<file path="config.mk">
export PLATFORM = sky130hd
export DESIGN_NAME = add_round_key_pipe
export DESIGN_NICKNAME = d
export VERILOG_FILES = /design/src/rtl/aes_pkg.sv /design/src/rtl/ark_pipe_stage.sv /design/src/rtl/add_round_key_pipe.sv
export SDC_FILE = /design/constraint.sdc
export NUM_CORES = 2
export LEC_CHECK = 0
export ABC_CLOCK_PERIOD_IN_PS = 190200
export BUFFER_PORTS_ARGS = -buffer_cell sky130_fd_sc_hd__buf_2
export CORE_ASPECT_RATIO = 2
export CORE_MARGIN = 2
export CORE_UTILIZATION = 43
export CTS_BUF_LIST = sky130_fd_sc_hd__clkbuf_4 sky130_fd_sc_hd__clkbuf_8
export CTS_CLUSTER_DIAMETER = 40
export DETAILED_ROUTE_END_ITERATION = 8
export GPL_TIMING_DRIVEN = 0
export PLACE_DENSITY = 0.57
export SETUP_SLACK_MARGIN = 0.3
export SLEW_MARGIN = 20
export SYNTH_ARGS = -nofsm -noshare
export SYNTH_HDL_FRONTEND = slang
export SYNTH_SLANG_ARGS = --single-unit
</file>
<file path="constraint.sdc">
create_clock -name clk -period 190.2 [get_ports clk]
set_clock_uncertainty 0.1 [all_clocks]
set_input_delay 38.04 -clock clk [delete_from_list [all_inputs] [get_ports clk]]
set_output_delay 38.04 -clock clk [all_outputs]
set_load 0.1 [all_outputs]
</file>
<file path="src/rtl/aes_pkg.sv">
// aes_pkg: shared AES widths and types
// used by the round datapath blocks.
package aes_pkg;

  localparam int AES_BLOCK_W           = 128;
  localparam int AES128_NUM_ROUND_KEYS = 11;

  typedef logic [AES_BLOCK_W-1:0] aes_block_t;

endpackage

</file>
<file path="src/rtl/ark_pipe_stage.sv">
// ark_pipe_stage: one valid/ready register slice
// carrying keyed data, round index and error flag.
module ark_pipe_stage
  import aes_pkg::*;
#(
  parameter int DATA_W = AES_BLOCK_W,
  parameter int IDX_W  = 4
) (
  input  logic              clk,
  input  logic              rst,
  input  logic              i_valid,
  input  logic [DATA_W-1:0] i_data,
  input  logic [IDX_W-1:0]  i_round,
  input  logic              i_err,
  input  logic              i_ready,
  output logic              o_valid,
  output logic [DATA_W-1:0] o_data,
  output logic [IDX_W-1:0]  o_round,
  output logic              o_err
);

  logic              r_valid;
  logic [DATA_W-1:0] r_data;
  logic [IDX_W-1:0]  r_round;
  logic              r_err;
  logic              w_load;

  // Load when empty or when the current entry leaves this cycle.
  assign w_load = i_valid && (!r_valid || i_ready);

  always_ff @(posedge clk or posedge rst) begin
    if (rst) begin
      r_valid <= 1'b0;
      r_data  <= '0;
      r_round <= '0;
      r_err   <= 1'b0;
    end else begin
      if (w_load) begin
        r_valid <= 1'b1;
      end else if (i_ready) begin
        r_valid <= 1'b0;
      end
      if (w_load) begin
        r_data  <= i_data;
        r_round <= i_round;
        r_err   <= i_err;
      end
    end
  end

  assign o_valid = r_valid;
  assign o_data  = r_data;
  assign o_round = r_round;
  assign o_err   = r_err;

endmodule

</file>
<file path="src/rtl/add_round_key_pipe.sv">
// add_round_key_pipe: AddRoundKey with a round-key
// store and a PIPE-deep elastic valid/ready pipeline.
module add_round_key_pipe
  import aes_pkg::*;
#(
  parameter int DATA_W   = AES_BLOCK_W,
  parameter int NUM_KEYS = AES128_NUM_ROUND_KEYS,
  parameter int PIPE     = 2,
  localparam int IDX_W   = (NUM_KEYS > 1) ? $clog2(NUM_KEYS) : 1
) (
  input  logic              clk,
  input  logic              rst,
  input  logic              key_wr_en,
  input  logic [DATA_W-1:0] key_wr_data,
  input  logic              key_wr_clr,
  output logic              keys_ready,
  input  logic              in_valid,
  output logic              in_ready,
  input  logic [DATA_W-1:0] in_data,
  input  logic [IDX_W-1:0]  in_round,
  input  logic              in_bypass,
  input  logic [DATA_W-1:0] in_key,
  output logic              out_valid,
  input  logic              out_ready,
  output logic [DATA_W-1:0] out_data,
  output logic [IDX_W-1:0]  out_round,
  output logic              out_err,
  output logic              err_sticky
);

  localparam logic [IDX_W-1:0] LP_LAST = IDX_W'(NUM_KEYS - 1);
  localparam logic [IDX_W-1:0] LP_ONE  = IDX_W'(1);
  localparam logic [IDX_W:0]   LP_NUM  = (IDX_W+1)'(NUM_KEYS);

  logic [DATA_W-1:0] r_store [NUM_KEYS];
  logic [IDX_W-1:0]  r_wr_ptr;
  logic              r_keys_ready;
  logic              r_err_sticky;

  logic [DATA_W-1:0] w_key;
  logic              w_err;

  logic [PIPE-1:0]   w_sv;
  logic [PIPE-1:0]   w_dn;
  logic [PIPE-1:0]   w_se;
  logic [DATA_W-1:0] w_sd [PIPE];
  logic [IDX_W-1:0]  w_sr [PIPE];

  // Clear wins over a same-cycle write; keys_ready survives wrap.
  always_ff @(posedge clk or posedge rst) begin
    if (rst) begin
      for (int i = 0; i < NUM_KEYS; i++) begin
        r_store[i] <= '0;
      end
      r_wr_ptr     <= '0;
      r_keys_ready <= 1'b0;
    end else if (key_wr_clr) begin
      r_wr_ptr     <= '0;
      r_keys_ready <= 1'b0;
    end else if (key_wr_en) begin
      r_store[r_wr_ptr] <= key_wr_data;
      if (r_wr_ptr == LP_LAST) begin
        r_wr_ptr     <= '0;
        r_keys_ready <= 1'b1;
      end else begin
        r_wr_ptr <= r_wr_ptr + LP_ONE;
      end
    end
  end

  always_comb begin
    w_key = '0;
    w_err = 1'b0;
    if (in_bypass) begin
      w_key = in_key;
    end else if (r_keys_ready && ({1'b0, in_round} < LP_NUM)) begin
      w_key = r_store[in_round];
    end else begin
      w_err = 1'b1;
    end
  end

  // Ready ripples from the output back, built from stage valids only.
  always_comb begin
    logic v_rdy;
    v_rdy = out_ready;
    for (int k = PIPE - 1; k >= 0; k--) begin
      w_dn[k] = v_rdy;
      v_rdy   = !w_sv[k] || v_rdy;
    end
    in_ready = v_rdy;
  end

  for (genvar k = 0; k < PIPE; k++) begin : g_stage
    logic              w_iv;
    logic [DATA_W-1:0] w_id;
    logic [IDX_W-1:0]  w_ir;
    logic              w_ie;

    if (k == 0) begin : g_head
      assign w_iv = in_valid;
      assign w_id = in_data ^ w_key;
      assign w_ir = in_round;
      assign w_ie = w_err;
    end else begin : g_body
      assign w_iv = w_sv[k-1];
      assign w_id = w_sd[k-1];
      assign w_ir = w_sr[k-1];
      assign w_ie = w_se[k-1];
    end

    ark_pipe_stage #(
      .DATA_W (DATA_W),
      .IDX_W  (IDX_W)
    ) u_stage (
      .clk     (clk),
      .rst     (rst),
      .i_valid (w_iv),
      .i_data  (w_id),
      .i_round (w_ir),
      .i_err   (w_ie),
      .i_ready (w_dn[k]),
      .o_valid (w_sv[k]),
      .o_data  (w_sd[k]),
      .o_round (w_sr[k]),
      .o_err   (w_se[k])
    );
  end

  always_ff @(posedge clk or posedge rst) begin
    if (rst) begin
      r_err_sticky <= 1'b0;
    end else if (w_sv[PIPE-1] && out_ready && w_se[PIPE-1]) begin
      r_err_sticky <= 1'b1;
    end
  end

  assign keys_ready = r_keys_ready;
  assign err_sticky = r_err_sticky;
  assign out_valid  = w_sv[PIPE-1];
  assign out_data   = w_sd[PIPE-1];
  assign out_round  = w_sr[PIPE-1];
  assign out_err    = w_se[PIPE-1];

endmodule

</file>
==> After elaboration in Yosys (flattened, before gate mapping) <==
Index checks and enable logic that the tools add are counted.
{ "classes": {"muxes": 20, "n_bitwise": 4, "magnitude_cmp": 4, "add_sub_neg": 1, "eq_ne": 1, "reduce_logical": 16} }
{ "ops": {"columns": ["operator", "count"], "rows": [
  ["$bwmux 1408", 1],
  ["$mux 128", 5],
  ["$bmux 128 s4", 1],
  ["$demux 128 s4", 1],
  ["$xor 128x128->128", 1],
  ["$mux 4", 3],
  ["$ge 5x5->1 const B", 2],
  ["$not 4->5", 2],
  ["$mux 1", 9],
  ["$reduce_bool 2->1", 4],
  ["$logic_and 1x1->1", 6],
  ["$lt 5x1->1 const B", 1],
  ["$add 4x1->4 const B", 1],
  ["$eq 4x4->1 const B", 1],
  ["$lt 4x4->1 const B", 1],
  ["$reduce_and 2->1", 2],
  ["$logic_not 1->1", 2],
  ["$logic_or 1x1->1", 2],
  ["$not 1->1", 1]
]} }
{ "word_totals": {"out_inout_bits": 137, "wordCells": 68, "in_bits": 395, "regBits": 1682} }

==> Logic depth before layout (Yosys ltp) <==
{ "depth": {"depth_word": 7, "depth_mapped": 9, "depth_no_buf": 5} }

==> By module <==
A second synthesis with hierarchy kept.
{ "unflattened": {"cells_unflattened": 5872, "area_unflattened_um2": 80930.1} }
{ "by_module_without_submodules": {"columns": ["mod", "cells_per_inst", "seq_area_each_um2", "area_per_inst_um2", "instances"], "rows": [
  ["add_round_key_pipe", 5302, 35383.9, 70402.5, 1],
  ["ark_pipe_stage", 285, 3353.2, 5263.8, 2]
]} }

==> Least setup slack after synthesis <==
OpenSTA, ideal clock, no wires.
{ "synth_path": {"kind": "input to output", "startpoint": "in out_ready", "endpoint": "out in_ready", "t_required_ns": 152.060, "arrival_ns": 38.867, "stages": 1, "slack_ns": 113.193, "path_buffers": 0, "path_cell_list": "nand3b_1"} }
{ "synth_between": {"elab_chain_cells": 2} }
{ "synth_lines": {"columns": ["item", "line_no", "text"], "rows": [
  ["from (decl)", "add_round_key_pipe.sv:24", "input logic out_ready,"],
  ["$logic_or 1x1->1 (2 in a row)", "add_round_key_pipe.sv:89", "v_rdy = !w_sv[k] || v_rdy;"],
  ["to (decl)", "add_round_key_pipe.sv:18", "output logic in_ready,"]
]} }
Every way passes these cells.

==> Worst setup path after layout <==
Ends and elaborated chain as after synthesis.

==> results.md <==
Outcome:
- The run finished with clean final reports.

Floorplanning:
- The standard-cell row count is 223.
- between 500 and 600 I/O pins were placed.
- The initial cell density of the core is 43.1%.
- The area enclosed by the die boundary is 188,000 µm².
- The floorplan step set the die width to ~300 µm.
- The die is slightly above 600 µm tall.
- The standard cell core area is 184,000 µm².

Logic synthesis:
- The commonest cells after synthesis are sky130_fd_sc_hd__dfrtp_1 (1,682), sky130_fd_sc_hd__mux2_2 (1,473), sky130_fd_sc_hd__mux2i_1 (769).
- In this run, synthesis inferred 0 flip-flops with an integrated enable.
- The cell count after synthesis is ~6.3k.
- The cell type contributing the most total cell area after synthesis is sky130_fd_sc_hd__dfrtp_1.
- Summing every instance area after synthesis gives between 70,000 and 80,000 µm².
- The register area share after synthesis is between 50% and 60%.
- The area share of the largest cell type after synthesis is 53.1%.
- The number of nets produced by synthesis is between 6k and 7k.
- The most used flip-flop cell after synthesis is sky130_fd_sc_hd__dfrtp_1.
- Synthesis inferred between 1.5k and 2k register bits.
- Dividing the synthesized area by the synthesized cell count gives 12.6 µm².
- The share of synthesized flip-flops with an asynchronous set or reset is 100%.
- For this run, the number of Yosys warnings is 0.
- Yosys attributes the largest share of cell area to sky130_fd_sc_hd__dfrtp_1 (53%), sky130_fd_sc_hd__mux2_2 (21%), sky130_fd_sc_hd__mux2i_1 (9.7%).
- The number of distinct standard cells referenced by the synthesized netlist is 35.
- The most frequent cell after synthesis is sky130_fd_sc_hd__dfrtp_1.

Pwr:
- Net switching is between 30% and 40% of the power.
- The clock network is responsible for approximately 35% of the overall power.
- Per report_power, the sequential group accounts for roughly 47% of the total.
- The net switching power is about 0.28 mW.
- The worst-case vdd ir drop is 0.00000852 V.
- For this design the static power due to leakage is approximately 45 nW.
- The combinational share of power is 18.8%.
- The internal portion of total power is 0.621 mW.
- Power spread over the standard cell area amounts to between 9 and 10 nW/µm².

Hold path:
- The startpoint of the tightest hold check path is err_sticky.
- The sink of the worst hold path is err_sticky.
- The class of the most critical hold timing path is reg -> reg.
- The worst hold path depth is 1.

Setup path:
- Walking the worst path, the cells encountered are buf_2 -> nand3b_1 -> buf_2.
- The largest stage delay on the critical path is about 0.44 ns.
- The element type at the critical path start is an input port.
- The number of buffers and inverters on the critical path is 2.
- The critical path endpoint category is a primary output.
- The startpoint of the lowest-slack register-to-register path is g_stage[1].u_stage.o_valid.
- The cell with the most instances on the worst path is sky130_fd_sc_hd__buf_2.
- The cell with the largest stage delay on the worst path is sky130_fd_sc_hd__buf_2.
- The capturing point of the worst reg2reg path is g_stage[0].u_stage.o_data[87].
- Data arrives at the worst endpoint at 38.70 ns.
- The number of cells on the worst reg-to-reg path is 7.
- The top fanout value on the critical path is 3.
- The start-to-end type of the worst setup path is in -> out.
- The worst setup slack for register-to-register paths is ~190 ns.
- The required time reported for the critical path endpoint is around 150 ns.
- The kind of cell with the highest combined delay along the critical path is buffers and inverters.

CTS:
- The clock root buffer is sky130_fd_sc_hd__clkbuf_8.
- The clock sink total is 1,682.
- The TritonCTS buffer count is 245.
- CTS built an H-tree with a depth of 4.
- No sink is reached through more buffers than the 4 on the longest clock path.
- The number of buffers inserted by post-CTS setup repair is 0.
- Once the clock tree was built, the resizer swapped 0 gates to a different size.
- The count of hold-fix buffers inserted at cts is 0.
- The clock tree from TritonCTS is built.
- Clock latency on the worst-skew pair, taken at its later pin, is 0.98 ns.
- After clock tree synthesis, the clock-pin slew on the worst setup and hold paths is approximately 0.070 ns.

Place:
- The total of buffers placed on input and output ports is approximately 530.
- The cell area after placement is 85,500 µm².
- The HPWL after detailed placement is 177 mm.
- The congestion estimate from routability-driven global placement came to roughly 0.84.
- The total placed cells including tap cells is a little over 9k.

GRT:
- The total grt overflow is 0.
- The first global-routing pass estimated about 360 mm of wire.
- The number of global-route vias before repair came to ~56k.
- The aggregate global-route resource usage is approximately a quarter.
- The largest net degree at the start of global routing is 112.
- The initial antenna violation count is 49.

Final layout:
- The final design utilization is roughly half.
- In the final layout, the share of cells above drive strength 1 is around 38%.
- The total non-filler cell area in the finished layout is around 91,000 µm².
- The filler cell count in the final layout is approximately 16k.
- The final non-filler cell total is 9,647.
- At the end of the flow, the number of nets in the layout was 7,477.
- Compared with the post-synthesis result, the final layout area differs by 14.5%.

Route:
- The number of vias in the routed layout is between 50k and 60k.
- For this block, the initial DRC count from the detailed router was between 4k and 5k.
- The post-detailed-routing wire length is 245 mm.
- Using the TritonRoute via totals, the vias-per-cell ratio works out to between 5 and 6.
- The residual antenna-violating net count after detailed routing is 0.
- The first detailed-routing pass ran for 5 iterations.
- The average wire per standard cell is 25.4 µm.
- The remaining routing DRC violations is 0.

Run:
- Across the run, the number of max-cap violations was 0.

STA:
- The total of endpoints with negative setup slack in the final report is 0.
- At the pin with the least slew margin, the transition time is approximately 1.1 ns.
- The final number of max-transition violations came to 0.
- The final period demand of the worst path is between 70 and 80 ns.
- The smallest hold slack is 0.381 ns.
- Setup repair after global routing left no endpoint under its margin.
- For the final routed database, the setup TNS stands at 0 ns.
- The maximum achievable frequency is 13.0 MHz.
- The final critical path takes up 40.4% of the cycle.
- The number of hold violations in the final report is 0.
- Headroom to the max-slew limit came out at between 20% and 30%.
-- area by class of cell --
cell class              count  area [µm²]  area share, %
flip-flops and latches   1682       42100           46.4
multi-input cells        4031       34200           37.7
clock buffers             395        4970           5.48
repair buffers            550        3200           3.53
plain buffers             568        2980           3.29
well taps                2362        2960           3.25
clock inverters            36         307          0.338
diodes                     19        47.5         0.0524
inverters                   4        22.5         0.0248
-- cell families (layout without fill, tap and decap cells) --
group / Yosys count / after routing / synth area share, %
and+or+nand+nor: 1065 / 1065 / 5.96
buffers and inverters: 572 / 1553 / 3.77
other: 0 / 19 / 0
muxes: 2313 / 2313 / 31.6
AOI/OAI and AO/OA: 652 / 652 / 5.55
xor gates and xnor gates: 1 / 1 / 0.0110
DFF: 1682 / 1682 / 53.1
-- flip-flops by register name, summed over array words and instances, names as in the netlist --
| signal | count |
|---|---|
| g_stage.u_stage.o_valid | 2 |
| g_stage.u_stage.o_round | 8 |
| r_wr_ptr | 4 |
| keys_ready | 1 |
| g_stage.u_stage.o_err | 2 |
| err_sticky | 1 |
| r_store | 1408 |
| g_stage.u_stage.o_data | 256 |
-- metrics by stage --
stage | total power [mW] | worst slack, ns
2_1_floorplan | 0.550 | 104.59
3_3_place_gp | 0.593 | 88.57
3_5_place_dp | 0.597 | 113.36
4_1_cts | 0.911 | 113.36
5_1_grt | 0.940 | 113.32
6_report | 0.903 | 113.36
-- cell usage in the layout, fill, tap and decap left out, types with 3 or more instances in the layout --
cell | netlist | layout
sky130_fd_sc_hd__buf_12 | 0 | 3
sky130_fd_sc_hd__clkbuf_8 | 0 | 321
sky130_fd_sc_hd__buf_1 | 35 | 35
sky130_fd_sc_hd__nand2_1 | 397 | 396
sky130_fd_sc_hd__buf_6 | 37 | 37
sky130_fd_sc_hd__bufinv_16 | 0 | 4
sky130_fd_sc_hd__mux2i_1 | 769 | 769
sky130_fd_sc_hd__o21ai_0 | 6 | 6
sky130_fd_sc_hd__clkinv_2 | 0 | 24
sky130_fd_sc_hd__nor3_1 | 128 | 128
sky130_fd_sc_hd__clkinvlp_4 | 0 | 3
sky130_fd_sc_hd__nor2_1 | 134 | 134
sky130_fd_sc_hd__inv_1 | 4 | 3
sky130_fd_sc_hd__clkbuf_4 | 1 | 75
sky130_fd_sc_hd__nand3_1 | 385 | 385
sky130_fd_sc_hd__dfrtp_1 | 1682 | 1682
sky130_fd_sc_hd__a22oi_1 | 129 | 129
sky130_fd_sc_hd__diode_2 | 0 | 19
sky130_fd_sc_hd__mux2_2 | 1473 | 1473
sky130_fd_sc_hd__inv_6 | 0 | 3
sky130_fd_sc_hd__clkbuf_2 | 0 | 7
sky130_fd_sc_hd__nand2b_1 | 4 | 4
sky130_fd_sc_hd__buf_2 | 158 | 687
sky130_fd_sc_hd__mux2_1 | 71 | 71
sky130_fd_sc_hd__o2bb2ai_1 | 128 | 128
sky130_fd_sc_hd__a211oi_1 | 128 | 128
sky130_fd_sc_hd__nor2b_1 | 6 | 6
sky130_fd_sc_hd__buf_16 | 0 | 18
sky130_fd_sc_hd__a21oi_1 | 258 | 258
sky130_fd_sc_hd__clkbuf_1 | 240 | 233
sky130_fd_sc_hd__buf_4 | 97 | 97
-- power groups by stage --
| stage | registers, mW | clock network (mW) | logic [mW] |
|---|---|---|---|
| 2_1_floorplan | 0.477 | 0 | 0.0729 |
| 3_3_place_gp | 0.428 | 0 | 0.165 |
| 3_5_place_dp | 0.427 | 0 | 0.170 |
| 4_1_cts | 0.421 | 0.320 | 0.171 |
| 5_1_grt | 0.425 | 0.334 | 0.180 |
| 6_report | 0.421 | 0.312 | 0.170 |
-- worst max path at each step --
stage	from	to	cells past startpoint
after floorplan	rst	err_sticky	1
after global placement	rst	r_store[391]	2
after detailed placement	out_ready	in_ready	3
after CTS	out_ready	in_ready	3
after global routing	out_ready	in_ready	3
final	out_ready	in_ready	3
-- routing by layer --
metal | up-vias | part of all wire [%] | track usage (%) | wire [µm]
li1 | 24342 | - | - | -
met1 | 27856 | 46 | 36.7 | 112000
met2 | 1646 | 44 | 39.2 | 108000
met3 | 414 | 7.3 | 6.10 | 18000
met4 | 38 | 3.0 | 7.82 | 7360
met5 | - | 0.10 | 0 | 253
No activity file was read; power rests on OpenSTA's default activity.
